### config.mk
export PLATFORM = sky130hd
export DESIGN_NAME = dmem_lsu
export DESIGN_NICKNAME = d
export VERILOG_FILES = /design/src/rtl/pico_pkg.sv /design/src/rtl/dmem_lsu_fifo.sv /design/src/rtl/dmem_lsu.sv
export SDC_FILE = /design/constraint.sdc
export NUM_CORES = 1
export LEC_CHECK = 0
export ABC_AREA = 1
export BUFFER_PORTS_ARGS = -buffer_cell sky130_fd_sc_hd__clkbuf_2
export CAP_MARGIN = 10
export CORE_AREA = 5 5 74 103
export DETAILED_ROUTE_END_ITERATION = 16
export DIE_AREA = 0 0 79 108
export PLACE_DENSITY_LB_ADDON = 0.3
export SYNTH_ARGS = -nofsm -noshare
export SYNTH_HDL_FRONTEND = slang
export SYNTH_SLANG_ARGS = --single-unit
### constraint.sdc
create_clock -name clk -period 2.3 [get_ports clk]
set_clock_uncertainty 0.15 [all_clocks]
set_input_delay 0.46 -clock clk [delete_from_list [all_inputs] [get_ports clk]]
set_output_delay 0.46 -clock clk [all_outputs]
set_load 0.005 [all_outputs]
### src/rtl/pico_pkg.sv
// Shared types and constants for the data-memory load/store unit.
package pico_pkg;

    localparam int unsigned D_WIDTH  = 8;
    localparam int unsigned A_WIDTH  = 8;
    localparam int unsigned RD_WIDTH = 3;

    // One queued memory operation as presented by the execute stage.
    typedef struct packed {
        logic                we;
        logic [A_WIDTH-1:0]  addr;
        logic [D_WIDTH-1:0]  wdata;
        logic [RD_WIDTH-1:0] rd;
    } lsu_req_t;

    // What the queue head is doing this cycle; recomputed every cycle, never stored.
    typedef enum logic [1:0] {
        LSU_IDLE     = 2'd0,
        LSU_ISSUE_ST = 2'd1,
        LSU_ISSUE_LD = 2'd2,
        LSU_STALL    = 2'd3
    } lsu_state_e;

    function automatic logic is_pow2(input int unsigned v);
        return (v != 0) && ((v & (v - 1)) == 0);
    endfunction

endpackage

### src/rtl/dmem_lsu_fifo.sv
// Synchronous request FIFO; head entry is visible combinationally.
module dmem_lsu_fifo
    import pico_pkg::*;
#(
    parameter  int unsigned DEPTH = 2,
    localparam int unsigned PTR_W = $clog2(DEPTH),
    localparam int unsigned CNT_W = PTR_W + 1
) (
    input  logic             clk,
    input  logic             reset,
    input  logic             push,
    input  lsu_req_t         din,
    input  logic             pop,
    output lsu_req_t         head,
    output logic             full,
    output logic             empty,
    output logic [CNT_W-1:0] count
);

    lsu_req_t         mem [DEPTH];
    logic [PTR_W-1:0] wr_ptr;
    logic [PTR_W-1:0] rd_ptr;
    logic             do_push;
    logic             do_pop;

    assign do_push = push && !full;
    assign do_pop  = pop && !empty;
    assign full    = (count == CNT_W'(DEPTH));
    assign empty   = (count == '0);
    assign head    = mem[rd_ptr];

    // Storage array; contents are don't-care while the entry is not counted.
    always_ff @(posedge clk) begin
        if (do_push) begin
            mem[wr_ptr] <= din;
        end
    end

    // Pointers wrap naturally because DEPTH is a power of two.
    always_ff @(posedge clk or negedge reset) begin
        if (!reset) begin
            wr_ptr <= '0;
            rd_ptr <= '0;
            count  <= '0;
        end else begin
            if (do_push) begin
                wr_ptr <= wr_ptr + PTR_W'(1);
            end
            if (do_pop) begin
                rd_ptr <= rd_ptr + PTR_W'(1);
            end
            if (do_push && !do_pop) begin
                count <= count + CNT_W'(1);
            end else if (!do_push && do_pop) begin
                count <= count - CNT_W'(1);
            end
        end
    end

endmodule

### src/rtl/dmem_lsu.sv
// Load/store initiator for the 8-bit data memory.
// Queues in-order requests, issues the head to dmem one per cycle and
// returns load data through a one-entry response register.
// Optional: DMEM_LSU_BOUNDS_CHK_EN squashes accesses at or above DMEM_LIMIT.
module dmem_lsu
    import pico_pkg::*;
#(
    parameter int unsigned Q_DEPTH    = 2,
    parameter int unsigned DMEM_LIMIT = 256
) (
    input  logic                clk,
    input  logic                reset,
    input  logic                req_valid,
    output logic                req_ready,
    input  logic                req_we,
    input  logic [A_WIDTH-1:0]  req_addr,
    input  logic [D_WIDTH-1:0]  req_wdata,
    input  logic [RD_WIDTH-1:0] req_rd,
    output logic                rsp_valid,
    input  logic                rsp_ready,
    output logic [D_WIDTH-1:0]  rsp_rdata,
    output logic [RD_WIDTH-1:0] rsp_rd,
    output logic                rsp_err,
    output logic [A_WIDTH-1:0]  dmem_alu_result,
    output logic [D_WIDTH-1:0]  dmem_in,
    output logic                dmem_write_en,
    input  logic [D_WIDTH-1:0]  dmem_out,
    output logic                busy
);

    localparam int unsigned CNT_W = $clog2(Q_DEPTH) + 1;

    if (!is_pow2(Q_DEPTH) || (Q_DEPTH < 2)) begin : g_bad_depth
        $error("dmem_lsu: Q_DEPTH must be a power of two and at least 2");
    end
    if ((DMEM_LIMIT == 0) || (DMEM_LIMIT > (32'd1 << A_WIDTH))) begin : g_bad_limit
        $error("dmem_lsu: DMEM_LIMIT must lie in 1 .. 2**A_WIDTH");
    end

    lsu_req_t         push_req;
    lsu_req_t         head;
    logic             q_full;
    logic             q_empty;
    logic [CNT_W-1:0] q_count;
    logic             push;
    logic             pop;
    logic             slot_free;
    logic             oob;
    lsu_state_e       state;

    assign push_req = '{we: req_we, addr: req_addr, wdata: req_wdata, rd: req_rd};
    assign push     = req_valid && req_ready;

    dmem_lsu_fifo #(
        .DEPTH (Q_DEPTH)
    ) u_fifo (
        .clk   (clk),
        .reset (reset),
        .push  (push),
        .din   (push_req),
        .pop   (pop),
        .head  (head),
        .full  (q_full),
        .empty (q_empty),
        .count (q_count)
    );

`ifdef DMEM_LSU_BOUNDS_CHK_EN
    assign oob = (32'(head.addr) >= DMEM_LIMIT);
`else
    assign oob = 1'b0;
`endif

    // A load may only leave the queue when the response register is free or being drained.
    assign slot_free = !rsp_valid || rsp_ready;

    // Classify the head for this cycle.
    always_comb begin
        state = LSU_IDLE;
        if (!q_empty) begin
            if (head.we) begin
                state = LSU_ISSUE_ST;
            end else if (slot_free) begin
                state = LSU_ISSUE_LD;
            end else begin
                state = LSU_STALL;
            end
        end
    end

    assign pop             = (state == LSU_ISSUE_ST) || (state == LSU_ISSUE_LD);
    assign req_ready       = !q_full;
    assign busy            = (q_count != '0) || rsp_valid;
    assign dmem_alu_result = q_empty ? '0 : head.addr;
    assign dmem_in         = q_empty ? '0 : head.wdata;
    assign dmem_write_en   = (state == LSU_ISSUE_ST) && !oob;

    // Response register: captures dmem_out on the issuing edge and holds until accepted.
    always_ff @(posedge clk or negedge reset) begin
        if (!reset) begin
            rsp_valid <= 1'b0;
            rsp_rdata <= '0;
            rsp_rd    <= '0;
            rsp_err   <= 1'b0;
        end else if (state == LSU_ISSUE_LD) begin
            rsp_valid <= 1'b1;
            rsp_rdata <= oob ? '0 : dmem_out;
            rsp_rd    <= head.rd;
            rsp_err   <= oob;
        end else if (rsp_ready) begin
            rsp_valid <= 1'b0;
        end
    end

endmodule

==> impl_metrics.ini <==
[placement]
port_buffers = 62
post-place-cells = 325
place_area_sq_mm = 0.00262
gp_congestion = 0.695
hpwl_mm = 3.09

[floorplanning]
die_h_um = 108
core-area_sq_mm = 0.00653
die_w_um = 79
start_util = 0.339
dieArea_sq_mm = 0.00853
io-pin-count = 64
rows = 35

[power_and_ir_drop]
power_density_mw_per_mm2 = 1320
switching_share = 0.372
ir_drop_mv = 0.482
clockPowerShare = 0.160
total_power_mw = 3.60
power_frac_comb = 0.410
switchingPower_mw = 1.34
p_leak_nw = 1.26
cell_internal_pwr_mw = 2.26
p_seq_frac = 0.430

[critical_path]
cp-end-kind = output pin
worstPathArrival_ns = 1.49
start_kind = flop
critical_path_class = reg2out
path_cells = inv_1 -> buf_4 -> nand2_1 -> a21oi_1 -> clkbuf_2
critPathBufInv = 3
cp_max_fo = 20
cp_top_family = buffers and inverters
cp_slowest_stage_delay_ns = 0.42
required_ns = 1.69
slowest_stage = dfrtp_1

[clock_network]
clk_pin_slew_ns = 0.11
clock_latency_ns = 0.31
tritoncts = done
numClockSinks = 56
cts_buffers = 5
root_buffer = clkbuf_8
htreeDepth = 2
clockBufferDepth = 2

[global_routing]
grt_max_degree = 21
grt_first_pass_wirelength_mm = 7.09
grtUsageTotal = 0.107
grt_pass1_vias = 1563
overflow = 0
antenna_found_initial = 0

[layout]
seq_area_sq_mm = 0.00160
finalNetCount = 294
nFillCells = 642
layout.cells.most_common = nand2_1
multi_input_area_sq_um = 515
layout.cells.non_filler = 334
final_cell_mix = 71 x nand2_1, 62 x clkbuf_2, 40 x edfxtp_1
syn2layout_area_growth_pct = 23.5
drive_gt1_frac = 0.319
diodes = 0
finish.instance_area_sq_mm = 0.00273

[synth]
synth_area_sq_mm = 0.00221
avgSynthCellArea_sq_um = 11.6
ys.flop_type = edfxtp_1
synth_simple_gate_area_share = 0.154
ys_types = 19
netlist_instances = 190
synthMuxAreaShare = 0
synth_seq_cells = 56
synth_nets = 225
synth_edf_count = 40
ys.warnings.count = 0
yosysSeqAreaShare = 0.724
synth_compound_area_frac = 0.0498
synth_top_family_by_area = simple AND/OR/NAND/NOR gates
synth_adder_area_share = 0.0170
synth_xor_area_frac = 0.00792
async_flop_share = 0.286

[drt]
vias_per_cell = 4.57
vias = 1527
drtPass1Iterations = 4
drc_errors = 0
postRouteAntennaNets = 0
wl_per_cell_um = 13.1
drt-total-wl_mm = 4.37
drt_iter0_markers = 59

[sta]
finalSetupViolCount = 0
rsz0062_at_grt = false
tns_ns = 0
post-route-min-period_ns = 2.10
fin_crit_sh = 0.913
clock.fmax_ghz = 0.476
report.final.slew_viol_count = 0
finalHoldViolations = 0

[hold_path]
hold_class = in2reg

[status]
status = complete, no violations

[run]
cap_violations = 0
==> repair_timing <==
action                                 CTS  global route
buffers inserted                         0             0
resized for setup                        0             0
hold buffers                             1             0
endpoints found under the hold margin   16             0
==> final timing paths <==
check	start	to	slack (ns)	cells after the start
setup reg to reg	u_fifo.count[0]	u_fifo.count[1]	0.26	12
min in group asynchronous	reset	rsp_rdata[2]	0.45	2
max in group asynchronous	reset	rsp_rdata[1]	1.23	2
setup / recovery	u_fifo.rd_ptr	dmem_in[5]	0.20	5
hold reg to reg	rsp_rdata[4]	rsp_rdata[4]	0.33	2
hold / removal	req_rd[2]	u_fifo.mem[0][2]	0.18	1
==> layer usage <==
layer | routed length [um] | part of all wire | track usage
met5 | 0 | 0 | 0
met2 | 2340 | 0.54 | 0.198
met1 | 1740 | 0.40 | 0.119
met4 | 63 | 0.014 | 0.0442
met3 | 221 | 0.051 | 0.0225
==> area by class of cell <==
cell class / instances / area share
clock buffers: 6 / 0.0302
repair buffers: 70 / 0.137
multi-input cells: 113 / 0.189
well taps: 74 / 0.0339
clock inverters: 2 / 0.00641
flip-flops and latches: 56 / 0.586
inverters: 13 / 0.0179
==> power groups by stage <==
stage                     combinational [mW]  clock (mW)  sequential, mW
after detailed placement                1.52           0            1.57
after global placement                  1.50           0            1.56
after global routing                    1.71       0.631            1.58
after CTS                               1.53       0.600            1.55
after floorplan                        0.909           0            1.57
final                                   1.48       0.574            1.55
==> synthesized netlist by cell type (2+ instances only) <==
| cell type | number | area [sq um] |
|---|---|---|
| ha_1 | 3 | 37.5 |
| edfxtp_1 | 40 | 1200 |
| nand2_2 | 2 | 12.5 |
| o21ai_0 | 6 | 30.0 |
| buf_4 | 4 | 30.0 |
| nand2_1 | 71 | 267 |
| nor2_1 | 5 | 18.8 |
| buf_2 | 4 | 20.0 |
| dfrtp_1 | 16 | 400 |
| a21oi_1 | 16 | 80.1 |
| nand3_1 | 4 | 20.0 |
| inv_1 | 12 | 45.0 |
==> flip-flops by register name, summed over array words and instances, names as in the netlist <==
register	cells
rsp_valid	1
u_fifo.rd_ptr	1
rsp_rd	3
u_fifo.mem	40
rsp_rdata	8
u_fifo.count	2
u_fifo.wr_ptr	1
==> through the flow <==
| step | setup WS (ns) | utilization | hold slack [ns] |
|---|---|---|---|
| 2_1_floorplan | 0.244 | - | 0.0144 |
| 3_3_place_gp | 0.256 | 0.402 | 0.257 |
| 3_5_place_dp | 0.197 | 0.402 | 0.268 |
| 4_1_cts | 0.175 | 0.419 | 0.169 |
| 5_1_grt | 0.0650 | 0.419 | 0.168 |
| 6_report | 0.201 | 0.419 | 0.178 |
==> cells by family (layout without fill, tap and decap cells) <==
| group | Yosys count | count (layout) |
|---|---|---|
| simple gates | 85 | 85 |
| flops | 56 | 56 |
| compound gates | 22 | 22 |
| buf+inv | 21 | 91 |
| fa+ha+maj | 3 | 3 |
| xor+xnor | 2 | 2 |
| other cells | 1 | 1 |
==> worst register-to-register path, delay by kind of cell (launching register included) <==
kind	cells	cell delay, ns
buf+inv	4	0.26
simple gates	6	0.48
flops	1	0.45
fa+ha+maj	2	0.60
(Power assumes the default switching activity.)
